File: config.mk
export PLATFORM = sky130hd
export DESIGN_NAME = lo_sequencer
export DESIGN_NICKNAME = d
export VERILOG_FILES = /design/src/rtl/lo_sequencer.sv
export SDC_FILE = /design/constraint.sdc
export NUM_CORES = 1
export LEC_CHECK = 0
export ABC_CLOCK_PERIOD_IN_PS = 1660
export CORE_ASPECT_RATIO = 2
export CORE_MARGIN = 5
export CORE_UTILIZATION = 45
export CTS_CLUSTER_DIAMETER = 60
export CTS_CLUSTER_SIZE = 16
export DETAILED_ROUTE_END_ITERATION = 12
export GPL_TIMING_DRIVEN = 0
export PLACE_DENSITY = 0.73
export RECOVER_POWER = 50
export REMOVE_ABC_BUFFERS = 1
export SKIP_LAST_GASP = 1
export SLEW_MARGIN = 20
export SYNTH_ARGS = -nofsm -noshare
export SYNTH_HDL_FRONTEND = slang
export SYNTH_SLANG_ARGS = --single-unit
File: constraint.sdc
create_clock -name clk -period 1.66 [get_ports clk]
set_input_delay 0.498 -clock clk [delete_from_list [all_inputs] [get_ports clk]]
set_output_delay 0.498 -clock clk [all_outputs]
set_load 0.05 [all_outputs]
File: src/rtl/lo_sequencer.sv
// lo_sequencer: quarter-rate LO code generator for the IQ demodulator, with a
// programmable sample strobe, start/stop sequencing and an LO period counter.
module lo_sequencer #(
    parameter int DIV_W = 4,
    parameter int CNT_W = 8
) (
    input  logic             clk,
    input  logic             reset,
    input  logic             enable,
    input  logic [1:0]       phase_init,
    input  logic             invert,
    input  logic [DIV_W-1:0] div,
    output logic [1:0]       sine_out,
    output logic [1:0]       cosine_out,
    output logic [1:0]       phase,
    output logic             sample_strobe,
    output logic             busy,
    output logic [CNT_W-1:0] lo_cycles
);
    typedef enum logic [1:0] {IDLE, ARM, RUN, STOP} state_t;
    state_t           state, state_n;
    logic [DIV_W-1:0] div_l, div_l_n, div_cnt, div_cnt_n;
    logic             inv_l, inv_l_n;
    logic [1:0]       phase_n, phase_step, sine_n, cosine_n;
    logic [CNT_W-1:0] lo_n;
    logic             strobe_n, busy_n, tick, wrap, active;
    always_comb begin
        tick       = div_cnt == div_l;
        wrap       = inv_l ? phase == 2'd0 : phase == 2'd3;
        phase_step = inv_l ? phase - 2'd1 : phase + 2'd1;
        state_n    = state;
        div_l_n    = div_l;
        inv_l_n    = inv_l;
        div_cnt_n  = div_cnt;
        phase_n    = phase;
        lo_n       = lo_cycles;
        strobe_n   = 1'b0;
        case (state)
            IDLE: state_n = enable ? ARM : IDLE;
            ARM: begin
                state_n   = RUN;
                div_l_n   = div;
                inv_l_n   = invert;
                phase_n   = phase_init;
                div_cnt_n = '0;
                lo_n      = '0;
                strobe_n  = 1'b1;
            end
            default: begin
                // STOP drains to the end of the current period unless re-enabled
                if (state == STOP && !enable && tick) begin
                    state_n   = IDLE;
                    div_cnt_n = '0;
                end else begin
                    state_n   = enable ? RUN : STOP;
                    div_cnt_n = tick ? '0 : div_cnt + 1'b1;
                    if (tick) begin
                        phase_n  = phase_step;
                        strobe_n = 1'b1;
                        lo_n     = lo_cycles + CNT_W'(wrap);
                    end
                end
            end
        endcase
        busy_n   = state_n != IDLE;
        active   = state_n == RUN || state_n == STOP;
        sine_n   = !active ? 2'b00 : phase_n == 2'd1 ? 2'b01 : phase_n == 2'd3 ? 2'b11 : 2'b00;
        cosine_n = !active ? 2'b00 : phase_n == 2'd0 ? 2'b01 : phase_n == 2'd2 ? 2'b11 : 2'b00;
    end
    always_ff @(posedge clk or posedge reset) begin
        if (reset) begin
            state         <= IDLE;
            div_l         <= '0;
            inv_l         <= 1'b0;
            div_cnt       <= '0;
            phase         <= 2'd0;
            lo_cycles     <= '0;
            sample_strobe <= 1'b0;
            busy          <= 1'b0;
            sine_out      <= 2'b00;
            cosine_out    <= 2'b00;
        end else begin
            state         <= state_n;
            div_l         <= div_l_n;
            inv_l         <= inv_l_n;
            div_cnt       <= div_cnt_n;
            phase         <= phase_n;
            lo_cycles     <= lo_n;
            sample_strobe <= strobe_n;
            busy          <= busy_n;
            sine_out      <= sine_n;
            cosine_out    <= cosine_n;
        end
    end
endmodule

# Word level (Yosys, flattened, before mapping)
# Cells that the tools add are included.
word_totals:
  ramBits: 0
  latchBits: 0
  out_inout_bits: 16
  romBits: 0
  memories: 0
  reg_bits: 27
  wordCells: 59
op_classes:
  n_reduce_logical: 10
  mul: 0
  order_cmp: 0
  div: 0
  n_shift: 0
  bitwise: 1
  mux: 24
  n_addsub: 4
  n_eq_ne: 10
op_table:
  columns: ["op", "count"]
  rows:
  - ["$mux W2", 10]
  - ["$mux W8", 2]
  - ["$pmux W8 S2", 1]
  - ["$eq A2 B2 Y1 const B", 6]
  - ["$add A8 B1 Y8", 1]
  - ["$mux W4", 2]
  - ["$pmux W2 S2", 2]
  - ["$pmux W4 S2", 1]
  - ["$logic_not A2 Y1", 3]
  - ["$mux W1", 5]
  - ["$add A4 B1 Y4 const B", 1]
  - ["$eq A2 B1 Y1 const B", 2]
  - ["$eq A4 B4 Y1", 1]
  - ["$reduce_bool A2 Y1", 2]
  - ["$reduce_and A3 Y1", 1]
  - ["$add A2 B1 Y2 const B", 1]
  - ["$logic_and A1 B1 Y1", 2]
  - ["$ne A2 B1 Y1 const B", 1]
  - ["$pmux W1 S2", 1]
  - ["$sub A2 B1 Y2 const B", 1]
  - ["$logic_not A1 Y1", 1]
  - ["$logic_or A1 B1 Y1", 1]
  - ["$not A1 Y1", 1]

# Logic depth before layout (Yosys ltp)
# Gate-level depths: netlist of the first run.
depth:
  ltp_word: 9
  mapped_depth: 11

# Least setup slack after synthesis of the first run
# No wires, ideal clock.
synth_path:
  path_type: "register to register"
  from: "register phase[0]"
  to: "register lo_cycles[4]"
  synth_period_minus_slack_ns: 2.092
  t_required_ns: 1.528
  path_buffers: 1
  setup_time_ns: 0.132
  path_stages_with_launch: 11
  arrival_ns: 1.961
  slack_ns: -0.432
  path_cell_list: "dfrtp_1 > clkbuf_1 > nor2_1 > nand2_1 > o21ai_0 > ha_1 > ha_1 > and3_1 > nand4_1 > xor2_1 > nor2_1"
synth_between:
  elab_chain_cells: 6
  word_cells_on_any_way: 7
  classes_between: "add/sub (1); eq/ne (1); mux (4); reduce/logical (1)"
synth_lines:
  columns: ["element", "line", "text"]
  rows:
  - ["start: declaration", "15", "output logic [1:0] phase,"]
  - ["start signal: assignment", "87", "phase <= phase_n;"]
  - ["$eq A2 B2 Y1 / $logic_not A2 Y1 (equally long branches)", "29", "wrap = inv_l ? phase == 2'd0 : phase == 2'd3;"]
  - ["$mux W1 (*)", "29", null]
  - ["$add A8 B1 Y8 (*)", "60", "lo_n = lo_cycles + CNT_W'(wrap);"]
  - ["$mux W8 (*)", "57", "if (tick) begin"]
  - ["$mux W8 (*)", "51", "if (state == STOP && !enable && tick) begin"]
  - ["$pmux W8 S2 (*)", "38", "case (state)"]
  - ["end signal: assignment", "88", "lo_cycles <= lo_n;"]
  - ["end: declaration", "18", "output logic [CNT_W-1:0] lo_cycles"]
# Every way passes the cells marked *; elsewhere a longest branch is shown, timed or not. The select of a mux whose other input is x is not followed.
# A chain may end at the register's enable or synchronous reset.

# Worst setup path in the final report of the first run
layout_path:
  from: "register lo_cycles[5]"
  to: "output port lo_cycles[5]"
# No word-level cell between the ends.

==> reports/metrics.cfg, run 1 <==
[drt]
drtIter0Drc = 25
wl_met1_um = 1210
viasPerCell = 5.50
wl_met3_um = 80
drc_errors = 0
first_pass_iters = 4
vias = 1123
route.met2.wl_um = 1680
wl_um = 3050
drtAntennaViolNets = 0
drt-wirelength-per-cell_um = 15.0
routed.top_layer = met4

[grt]
grt_pass1_wl_um = 5300
grt.total_usage_pct = 15.7
antenna_found_initial = 0
first_global_vias = 1187
grt_start_max_net_pins = 28
gr-total-overflow = 0

[min_path]
holdCritPathClass = flop to flop
hp-start = div_l[3]$_DFFE_PP0N_

[floorplan]
core-area_um2 = 2910
start_util_pct = 46.2
io_pins = 26
fp.dieW_um = 48.6
die_height_um = 87.2
dieArea_um2 = 4240
row_count = 28

[power_and_ir_drop]
p_leak_nw = 0.836
power_w = 0.00334
p_per_area_nw_per_um2 = 1880
ir_drop_mv = 1.05

[sta]
slew_headroom_pct = 31.1
setup_violations = 5
min_period_over_period_pct = 106
worst_pin_slew_ps = 1030
hold_viol_final = 0
fin_skew_ps = 5.06
whs_ps = 514
maxClockFrequency_ghz = 0.569
period_minus_slack_ps = 1760
setup_slack_ps = -98.5
drv_slew = 0
rsz0062_at_grt = true

[yosys]
syn_area_um2 = 1340
synth_top_area_share_pct = 50.3
ys_async_sr_fraction_pct = 100
ys.flop_type = dfrtp_1
synth_edf_count = 0
yosys.area.top_type = dfrtp_1
yosys.cell_types.count = 38
ys_seq_elements = 27
yosys_warnings = 0
synth_area_leaders = dfrtp_1 (50%), nand2_1 (9.8%), mux2i_1 (3.7%)
syn_inst = 142
synth_area_per_cell_um2 = 9.45
seq_area_frac_synth_pct = 50.3

[run_status]
violations = negative setup slack
status = complete, but fails checks

[critical_path]
reg2reg_from = phase[0]$_DFF_PP0_
start_kind = flop
crit_start = lo_cycles[5]$_DFFE_PP0P_
worstSetupPathType = flop to output pin
cp-end-kind = output pin
crit_buf_inv = 1
crit_slowest_cell = dlygate4sd2_1
worstPathCellList = dlygate4sd2_1
crit_required_ps = 1160
cp_max_fo = 5
crit_family = buffers and inverters
arrival_ps = 1260
slowest_delay_ps = 560

[finish]
layout.nets = 188
finalNonFillerCells = 204
diodes = 0
final_area_um2 = 1780
drive_gt1_share_pct = 20.7
area_delta_synth_final_pct = 32.2
nFillCells = 250
fin_util_pct = 61.1

[placed_design]
dp.cells = 190
placed_area_um2 = 1590
dp_hpwl_um = 2050
place_congestion = 0.838
io_buffers = 25

[clocking]
clock_latency_ps = 270
path_clk_slew_ps = 90
clock_sinks = 27
h-tree-depth = 1
tritoncts = done
cts_made_buffers = 3
cts_buffer_depth = 2
root_buffer = clkbuf_8

[flow_run]
cap_violations = 0

[cell families (layout without fill, tap and decap cells)]
group / Yosys count / count (layout) / synth area share, %
flops: 27 / 27 / 50.3
mux: 5 / 5 / 3.73
simple gates: 73 / 73 / 26.5
xor+xnor: 7 / 7 / 4.57
compound gates: 17 / 17 / 8.39
buf+inv: 10 / 42 / 3.73
fa+ha+maj: 3 / 3 / 2.80
[state kept, by name, summed over array words and instances (netlist names)]
| name | cells |
|---|---|
| lo_cycles | 8 |
| div_cnt | 4 |
| div_l | 4 |
| cosine_out | 2 |
| phase | 2 |
| sine_out | 2 |
| state | 2 |
| busy | 1 |
| inv_l | 1 |
| sample_strobe | 1 |
[power breakdown]
group	total [W]	internal, W	switching, W	leakage, nW
Combinational	0.00177	0.000717	0.00105	0.496
Sequential	0.00120	0.000919	0.000282	0.317
Clock	0.000376	0.000172	0.000203	0.0228
[repair_timing]
item,in CTS,in global routing
hold buffers,0,0
gates resized for setup,40,11
setup endpoints to repair,28,20
pin swaps,4,4
buffers inserted,5,5
[path summary, 6_finish.rpt]
kind	endpoint	slack, ps	depth (start not counted)
max	lo_cycles[5]	-100	1
min	div_l[3]$_DFFE_PP0N_	510	2
max reg2reg	lo_cycles[6]$_DFFE_PP0P_	-80	10
min reg2reg	div_l[3]$_DFFE_PP0N_	510	2
max in group asynchronous	phase[0]$_DFF_PP0_	200	2
min in group asynchronous	div_l[3]$_DFFE_PP0N_	770	2
[area by class of cell]
cell class              count  area (um^2)  area share [%]
clock buffers               4         45.0            2.54
flip-flops and latches     27          678            38.2
multi-input cells         105          687            38.7
well taps                  30         37.5            2.11
inverters                   3         11.3           0.634
repair buffers             35          317            17.8
[layout by cell type, fill, tap and decap left out, types with 2 or more instances in the layout]
master / Yosys / final
nand2_1: 35 / 35
dfrtp_1: 27 / 25
nor2_1: 10 / 9
buf_4: 1 / 9
clkdlybuf4s50_1: 0 / 8
dlygate4sd2_1: 0 / 7
nand3_1: 6 / 6
clkdlybuf4s15_2: 0 / 6
mux2i_1: 5 / 5
nand4_1: 4 / 4
a21oi_1: 4 / 4
xnor2_2: 0 / 3
xor2_1: 3 / 3
inv_1: 3 / 3
clkbuf_8: 0 / 3
clkdlybuf4s15_1: 0 / 3
nand2b_1: 3 / 2
nor2b_1: 3 / 2
o22ai_1: 2 / 2
o21ai_0: 3 / 2
and3_1: 2 / 2
dfrtp_2: 0 / 2
[metal layers]
metal  global-route usage [%]  vias to the layer above
met5                        0                        -
met4                     7.35                        0
met3                     2.74                        7
met2                     28.9                       18
met1                     16.8                      551
li1                         -                      547
[through the flow]
step / worst slack [ps] / setup TNS [ps]
3_5_place_dp: -455 / -7560
5_1_grt: -177 / -1060
4_1_cts: -133 / -437
3_3_place_gp: -422 / -6710
2_1_floorplan: -301 / -922
6_report: -98.5 / -330
[Yosys cell counts, types with 2 or more instances]
cell type	instances
nor2b_1	3
a21oi_1	4
nor2_1	10
clkbuf_1	3
mux2i_1	5
nand2b_1	3
nand2_1	35
dfrtp_1	27
o22ai_1	2
nor3_1	2
inv_1	3
xor2_1	3
and3_1	2
nand4_1	4
o21ai_0	3
ha_1	3
nand3_1	6
xnor2_1	4
Note: power is estimated with default switching activity, not from simulation.
==> run 2: changes to the inputs <==
- CTS_CLUSTER_SIZE: 16 -> 8
- TNS_END_PERCENT: default -> 1
==> run 2 against run 1 <==
The flow still finishes with violations (negative setup slack). Highest routed layer unchanged. Sequential power barely moved. Design area fell by 4.7%. Power fell by 4.6%. Final cell count fell by 2.9%. Critical path type unchanged.
==> reports/metrics.cfg, run 2 (synthesis gave the netlist of run 1 again) <==
[floorplan]
start_util_pct = 46.2  ; unchanged
fp.dieW_um = 48.6  ; unchanged
io_pins = 26  ; unchanged
core-area_um2 = 2910  ; unchanged
row_count = 28  ; unchanged
dieArea_um2 = 4240  ; unchanged
die_height_um = 87.2  ; unchanged

[clocking]
clock_latency_ps = 270  ; about the same
tritoncts = done
h-tree-depth = 1  ; unchanged
cts_made_buffers = 3  ; unchanged
root_buffer = clkbuf_8
clock_sinks = 27  ; unchanged
cts_buffer_depth = 2  ; unchanged
path_clk_slew_ps = 90  ; about the same

[finish]
area_delta_synth_final_pct = 26.0
diodes = 0  ; unchanged
register_area_um2 = 678  ; unchanged
layout.nets = 182  ; -3.2%
final_area_um2 = 1690  ; -4.7%
drive_gt1_share_pct = 11.3  ; -9.4 points
final_common_cell = nand2_1
final_cell_mix = nand2_1 (35), dfrtp_1 (25), clkdlybuf4s50_1 (13), dlygate4sd2_1 (11), nor2_1 (9)
nFillCells = 261  ; +4.4%
largest-register = lo_cycles
largest_reg_flops = 8  ; unchanged
reg.largest.list = lo_cycles x8, div_cnt x4, div_l x4
finalNonFillerCells = 198  ; -2.9%
multi_input_area_um2 = 651  ; -5.3%

[min_path]
holdCritPathClass = flop to flop
holdPathEnd = div_l[1]$_DFFE_PP0N_
hp-start = div_l[1]$_DFFE_PP0N_
hold_path_depth = 2  ; unchanged

[grt]
gr-total-overflow = 0  ; unchanged
antenna_found_initial = 0  ; unchanged
grt.total_usage_pct = 14.7  ; -0.99 points
grt_start_max_net_pins = 28  ; unchanged
first_global_vias = 1135  ; -4.4%
grt_pass1_wl_um = 4970  ; -6.1%

[drt]
viasPerCell = 5.55  ; +0.74%
drtAntennaViolNets = 0  ; unchanged
first_pass_iters = 4  ; unchanged
drtIter0Drc = 25  ; unchanged
wl_um = 2860  ; -6.3%
vias = 1098  ; -2.2%
drt-wirelength-per-cell_um = 14.4  ; -3.5%
drc_errors = 0  ; unchanged

[sta]
hold_viol_final = 0  ; unchanged
worst_pin_slew_ps = 1010  ; -18.6 ps
maxClockFrequency_ghz = 0.528  ; -7.2%
min_period_over_period_pct = 114  ; +8.2 points
setup_slack_ps = -235  ; -136 ps
rsz0062_at_grt = true
fin_skew_ps = 4.12  ; -0.932 ps
setup_violations = 22  ; +17
whs_ps = 509  ; -5.28 ps
period_minus_slack_ps = 1890  ; +136 ps
drv_slew = 0  ; unchanged
slew_headroom_pct = 32.4  ; +1.2 points

[critical_path]
crit_family = buffers and inverters
worstPathCellList = clkdlybuf4s50_1
crit_buf_inv = 1  ; unchanged
crit_slowest_cell = clkdlybuf4s50_1
reg2reg_from = phase[0]$_DFF_PP0_
rrSetupSlack_ps = -160  ; -80 ps
rr_worst_depth = 10  ; unchanged
cp_max_fo = 1  ; -4
crit_required_ps = 1160  ; about the same
timing.rr.end = lo_cycles[6]$_DFFE_PP0P_
arrival_ps = 1400  ; +140 ps
worstSetupPathType = flop to output pin
start_kind = flop
slowest_delay_ps = 790  ; +230 ps
cp-end-kind = output pin

[run_status]
status = complete, but fails checks
violations = negative setup slack

[power_and_ir_drop]
p_leak_nw = 0.802  ; -4.0%
p_per_area_nw_per_um2 = 1890  ; +0.11%
ir_drop_mv = 0.963  ; -8.6%

[flow_run]
cap_violations = 0  ; unchanged

[placed_design]
io_buffers = 25  ; unchanged
dp.cells = 190  ; unchanged
placed_area_um2 = 1590  ; unchanged
place_congestion = 0.838  ; unchanged
dp_hpwl_um = 2050  ; unchanged

==> run 2: changes by cell type in the layout (fill, tap and decap cells not counted), moves of 3 or more <==
cell / before / now
clkdlybuf4s50_1: 8 / 13
dlygate4sd2_1: 7 / 11
clkdlybuf4s15_1: 3 / 0
xnor2_1: 1 / 4
xnor2_2: 3 / 0
clkdlybuf4s15_2: 6 / 0
buf_4: 9 / 4
==> run 2: worst max-delay path by stage <==
stage	from	slack, ps	cells after the start	endpoint
floorplan	phase[0]$_DFF_PP0_	-300	9	lo_cycles[4]$_DFFE_PP0P_
CTS	phase[0]$_DFF_PP0_	-260	9	lo_cycles[6]$_DFFE_PP0P_
global placement	enable	-420	5	cosine_out[1]$_DFF_PP0_
detailed placement	enable	-450	6	sine_out[1]$_DFF_PP0_
finish	busy$_DFF_PP0_	-230	1	busy
global route	phase[0]$_DFF_PP0_	-290	10	lo_cycles[6]$_DFFE_PP0P_
==> run 2: final cells by class <==
type                    instances  share of cell area [%]
repair buffers                 29                    15.9
clock buffers                   4                    2.66
inverters                       3                   0.666
flip-flops and latches         27                    40.1
well taps                      30                    2.22
multi-input cells             105                    38.5
==> run 2: layer usage <==
layer / vias up / GRT usage [%] / wire length (um)
met5: - / 0 / 0
met2: 31 / 26.8 / 1600
met3: 5 / 2.92 / 97
li1: 531 / - / -
met4: 0 / 7.35 / 50
met1: 531 / 15.5 / 1110
==> run 2: what timing repair did <==
action	4_1_cts	5_1_grt
resized for setup	12	10
setup endpoints to repair	28	36
cloned	0	0
hold buffers	0	0
pin swaps	0	2
setup buffers	0	4
==> run 2: stage by stage <==
stage | setup TNS, ps | total power, W | setup WS [ps] | utilization (%)
finish | -2480 | 0.00319 | -235 | 58.2
global route | -4880 | 0.00344 | -293 | 58.2
CTS | -3090 | 0.00313 | -258 | 55.9
detailed placement | -7560 | 0.00282 | -455 | 54.7
global placement | -6710 | 0.00278 | -422 | 54.7
floorplan | -922 | 0.00233 | -301 | -
==> run 2: power breakdown <==
| part | internal [W] | switching (W) |
|---|---|---|
| clock | 0.000172 | 0.000197 |
| combinational | 0.000628 | 0.00100 |
| sequential | 0.000919 | 0.000272 |
| total | 0.00172 | 0.00147 |
